==> config.mk <==
export PLATFORM = sky130hd
export DESIGN_NAME = wb_register_file
export DESIGN_NICKNAME = d
export VERILOG_FILES = /design/src/rtl/wb_register_file.sv
export SDC_FILE = /design/constraint.sdc
export NUM_CORES = 2
export LEC_CHECK = 0
export CORE_MARGIN = 3
export CORE_UTILIZATION = 35
export CTS_BUF_LIST = sky130_fd_sc_hd__clkbuf_4
export DETAILED_ROUTE_END_ITERATION = 8
export MAX_ROUTING_LAYER = met4
export PLACE_DENSITY_LB_ADDON = 0.05
export SYNTH_ARGS = -nofsm -noshare
export SYNTH_HDL_FRONTEND = slang
export SYNTH_SLANG_ARGS = --single-unit
export TNS_END_PERCENT = 10
==> constraint.sdc <==
create_clock -name clk -period 3.1 [get_ports clk]
set_input_delay 0.465 -clock clk [delete_from_list [all_inputs] [get_ports clk]]
set_output_delay 0.465 -clock clk [all_outputs]
set_load 0.005 [all_outputs]
==> src/rtl/wb_register_file.sv <==
// Write-back stage and architectural register file of the 5-stage pipeline.
//
// Selects the write-back value (load data or ALU result) from the MEM/WB outputs,
// commits it to a 2**ADDR_WIDTH-entry GPR array, and serves two combinational ID-stage
// read ports with same-cycle write-through bypass. A wrapping counter tracks retired writes.
//
// Ports:
//   clk                        rising-edge clock
//   rst_n                      synchronous reset, active low
//   write_back_destination_in  destination GPR index
//   reg_write_in               write enable
//   read_data_in               load data from data memory
//   address_in                 ALU result
//   mem_to_reg_in              1: commit read_data_in, 0: commit address_in
//   read_reg_1 / read_reg_2    ID-stage source indices (rs / rt)
//   read_data_1 / read_data_2  GPR values, with $0 = 0 and write-through bypass
//   write_back_data            selected write-back value, for EX-stage forwarding
//   write_count                retired GPR writes since reset (wraps)

module wb_register_file #(
  parameter int unsigned DATA_WIDTH  = 32,
  parameter int unsigned ADDR_WIDTH  = 5,
  parameter int unsigned COUNT_WIDTH = 16
) (
  input  logic                   clk,
  input  logic                   rst_n,
  input  logic [ADDR_WIDTH-1:0]  write_back_destination_in,
  input  logic                   reg_write_in,
  input  logic [DATA_WIDTH-1:0]  read_data_in,
  input  logic [DATA_WIDTH-1:0]  address_in,
  input  logic                   mem_to_reg_in,
  input  logic [ADDR_WIDTH-1:0]  read_reg_1,
  input  logic [ADDR_WIDTH-1:0]  read_reg_2,
  output logic [DATA_WIDTH-1:0]  read_data_1,
  output logic [DATA_WIDTH-1:0]  read_data_2,
  output logic [DATA_WIDTH-1:0]  write_back_data,
  output logic [COUNT_WIDTH-1:0] write_count
);

  localparam int unsigned Depth = 2 ** ADDR_WIDTH;

  logic [DATA_WIDTH-1:0]  gpr_q [Depth];
  logic [COUNT_WIDTH-1:0] count_q, count_d;
  logic                   wr_en;

  // Not gated by reset: EX-stage forwarding sees the raw MEM/WB selection.
  assign write_back_data = mem_to_reg_in ? read_data_in : address_in;

  // Writes to $0 are architecturally discarded and never counted.
  assign wr_en   = reg_write_in && (write_back_destination_in != '0);
  assign count_d = count_q + COUNT_WIDTH'(1);

  // Reset is checked first so an X on reg_write_in during reset cannot reach state.
  always_ff @(posedge clk) begin
    if (!rst_n) begin
      for (int i = 0; i < Depth; i++) begin
        gpr_q[i] <= '0;
      end
      count_q <= '0;
    end else if (wr_en) begin
      gpr_q[write_back_destination_in] <= write_back_data;
      count_q                          <= count_d;
    end
  end

  assign write_count = count_q;

  // Priority per port: $0, then same-cycle bypass, then the array. Bypass is
  // suppressed in reset because the pending write will be discarded.
  always_comb begin
    read_data_1 = '0;
    if (rst_n && (read_reg_1 != '0)) begin
      if (reg_write_in && (write_back_destination_in == read_reg_1)) begin
        read_data_1 = write_back_data;
      end else begin
        read_data_1 = gpr_q[read_reg_1];
      end
    end
  end

  always_comb begin
    read_data_2 = '0;
    if (rst_n && (read_reg_2 != '0)) begin
      if (reg_write_in && (write_back_destination_in == read_reg_2)) begin
        read_data_2 = write_back_data;
      end else begin
        read_data_2 = gpr_q[read_reg_2];
      end
    end
  end

endmodule

==> results_dict.tcl <==
set metrics [dict create \
    cts_tree "built" \
    final_layout_size_suffix_gt1_frac 0.398 \
    worst_slew_margin_rel 0.477 \
    wl_mm 237 \
    areaGrowthSynthToFinish_pct 27.9 \
    post-dp-hpwl_mm 163 \
    fin_crit_sh 1.16 \
    regArea_um2 31100 \
    hold_violations 0 \
    crit_required_ns 2.63 \
    internal_power_uw 25700 \
    rsz0062_at_grt "true" \
    seqPwrFrac 0.463 \
    grt_max_degree 41 \
    die_h_um 398 \
    final.setup.worst_slack_ns -0.485 \
    finalCriticalPeriod_ns 3.58 \
    drc 0 \
    worstPathArrival_ns 3.12 \
    clk_latency_ns 1.24 \
    antenna_found_initial 9 \
    violations "setup timing" \
    ant_nets 0 \
    overflow 0 \
    finClkSkew_ns 0.0166 \
    worst_pin_slew_ns 0.785 \
    netlist_area_um2 53800 \
    crit_path_max_fanout 2 \
    comb_power_share 0.174 \
    cts.sinks 1040 \
    p_leak_uw 0.0255 \
    dieArea_um2 159000 \
    syn_area_per_cell_um2 13.9 \
    grt_pass1_vias 40700 \
    cts_root_buf "clkbuf_4" \
    status "finished, violations left" \
    viasPerCell 5.81 \
    min_path_cells 4 \
    critPathKind "flip-flop to output pin" \
    slew_viol_final 0 \
    p_per_area_nw_per_um2 520 \
    startpoint_type "flip-flop" \
    hold-path-endpoint "gpr_q[20][31]" \
    drt-wirelength-per-cell_um 34.2 \
    cts_buffers 315 \
    synth-async-reset-ratio 0 \
    multi_input_area_um2 22500 \
    switching_power_uw 10100 \
    cp-end-kind "output pin" \
    fin_nets 4782 \
    io_buffers 194 \
    regToRegEndpoint "write_count[15]" \
    dr.pass1.iters 7 \
    ios 195 \
    initial_utilization 0.353 \
    num_rows 143 \
    whs_ns 0.163 \
    crit_start "gpr_q[20][12]" \
    die_w_um 398 \
    setup_viol 64 \
    pwr-share-clk 0.362 \
    final_util 0.452 \
    maxCapViolations 0 \
    fill_cells 14200 \
    routabilityCongestion 0.916 \
    syn_inst 3874 \
    reg2reg_slack_ns 1.41 \
    switching_share 0.282 \
    htree_levels 5 \
    fmax_ghz 0.279 \
    grt.total_usage 0.306 \
    grt_pass1_wl_mm 327 \
    yosys_warnings 0 \
    hold_start "rst_n" \
    holdCritPathClass "input pin to flip-flop" \
    clk_pin_slew_ns 0.06 \
    synth-seq-area-share 0.577 \
    rr_startpoint "write_count[4]" \
    dp_slack_ns -0.820 \
    drt_iter0_drc 4425 \
    synth_flop_cell "edfxtp_1" \
    clock_path_buffers 4 \
    ys_types 62 \
    num_vias 40300 \
    synth_edf_count 1024 \
    r2r_cells 5 \
    coreArea_um2 152000 \
    vdd_drop_max_mv 0.280 \
    synth-seq-cells 1040 \
]
-- metrics by stage --
stage               instance area (um^2)  setup TNS [ns]  power (uW)  std cells
floorplan                          53900               0       19500       3905
global route                       68800          -32.42       37100       6937
finish                             68800          -22.71       35800       6938
detailed placement                 64200          -30.82       22900       6397
CTS                                68700          -33.01       36100       6924
global placement                   64200          -31.58       22900       6397
-- layout make-up --
cell class              instances  area share
diodes                         11    0.000400
clock buffers                 449      0.0490
clock inverters                67     0.00447
inverters                      40     0.00218
multi-input cells            2419       0.326
flip-flops and latches       1040       0.451
well taps                    2030      0.0369
repair buffers                882       0.130
-- layer usage --
| layer | track usage | wire length [um] | vias to the layer above |
|---|---|---|---|
| li1 | - | - | 16700 |
| met1 | 0.394 | 95300 | 21200 |
| met2 | 0.483 | 114000 | 1991 |
| met3 | 0.0514 | 17400 | 456 |
| met4 | 0.126 | 10700 | 0 |
| met5 | - | 0 | - |
-- power groups by stage --
stage	combinational [uW]	clock, uW	sequential, uW
2_1_floorplan	2730	0	16700
3_3_place_gp	6020	0	16900
3_5_place_dp	6000	0	16900
4_1_cts	6190	13300	16600
5_1_grt	6420	14000	16700
6_report	6230	13000	16600
-- critical path, stage by stage (launching register included) --
cell and delay (ns):
edfxtp_1 0.39, mux4_2 0.48, a22oi_1 0.36, a211oi_1 0.16, or3_4 0.37, buf_6 0.13
-- state kept, by name, summed over array words and instances, names as in the netlist --
register and count:
write_count 16, gpr_q 1024
-- what timing repair did --
item | CTS | global route
pin swaps | 74 | 45
setup buffers | 14 | 3
hold buffers | 3 | 0
setup endpoints to repair | 64 | 64
gates cloned | 0 | 0
gates resized for setup | 379 | 76
hold endpoints to repair | 28 | 0
-- worst max path at each step --
stage | to | slack, ns | cells after the start
2_1_floorplan | gpr_q[12][0] | 0.25 | 7
3_3_place_gp | read_data_2[27] | -0.81 | 9
3_5_place_dp | read_data_2[27] | -0.82 | 9
4_1_cts | read_data_2[14] | -0.65 | 5
5_1_grt | read_data_2[14] | -0.60 | 5
6_report | read_data_2[12] | -0.48 | 5
-- cells in the final DEF (no fill, tap or decap), types with 20 or more instances in the layout --
cell and instances:
nor2_1 1029, edfxtp_1 1024, buf_4 514, clkbuf_4 449, mux4_2 417, mux2i_1 225
buf_12 161, clkdlybuf4s50_1 119, nand2_2 69, clkinv_1 58, a22oi_2 54, a21oi_1 53
a22oi_1 43, a221oi_1 41, buf_2 40, inv_1 38, mux2i_4 36, conb_1 32
a211oi_2 29, a211oi_1 27, a22o_1 26, o221ai_1 25, buf_6 23, nand2_1 22
o22ai_1 22, o21bai_1 21, or3_1 20
-- kinds of logic after synthesis --
family                     count (synthesis)  share of synthesized area
AOI/OAI and AO/OA                        454                     0.0626
xor gates and xnor gates                  20                    0.00339
adders and majority gates                  1                   0.000232
buffers and inverters                    446                     0.0390
DFF                                     1040                      0.577
muxes                                    711                      0.230
other                                      1                  0.0000697
and+or+nand+nor                         1201                     0.0876
-- synthesized netlist by cell type (2+ instances only) --
master | count | area (um^2)
nor2_1 | 1031 | 3870
edfxtp_1 | 1024 | 30700
mux4_2 | 417 | 9390
mux2i_1 | 263 | 2630
clkbuf_1 | 240 | 901
a22oi_1 | 97 | 728
buf_2 | 95 | 475
nand2_1 | 92 | 345
a21oi_1 | 73 | 365
a211oi_1 | 58 | 435
a221oi_1 | 44 | 385
buf_4 | 41 | 308
inv_1 | 39 | 146
mux2_2 | 31 | 349
o22ai_1 | 30 | 188
or3_1 | 29 | 181
a22o_1 | 26 | 228
o221ai_1 | 26 | 228
o21bai_1 | 22 | 165
buf_6 | 20 | 225
o32ai_1 | 19 | 166
dfxtp_1 | 16 | 320
o21ai_0 | 16 | 80.1
xnor2_1 | 14 | 123
a211o_1 | 9 | 78.8
a21boi_1 | 9 | 67.6
buf_1 | 9 | 33.8
nor2b_1 | 9 | 56.3
nor3_1 | 8 | 40.0
o2bb2ai_1 | 7 | 61.3
a221o_1 | 5 | 50.1
and2_1 | 5 | 31.3
and3_1 | 5 | 31.3
nand3_1 | 5 | 25.0
xor2_1 | 5 | 43.8
nand4_1 | 3 | 18.8
nor3b_1 | 3 | 22.5
a2111oi_1 | 2 | 20.0
nand3b_1 | 2 | 15.0
nor2_2 | 2 | 12.5
o31ai_2 | 2 | 25.0
(Power assumes the default switching activity.)
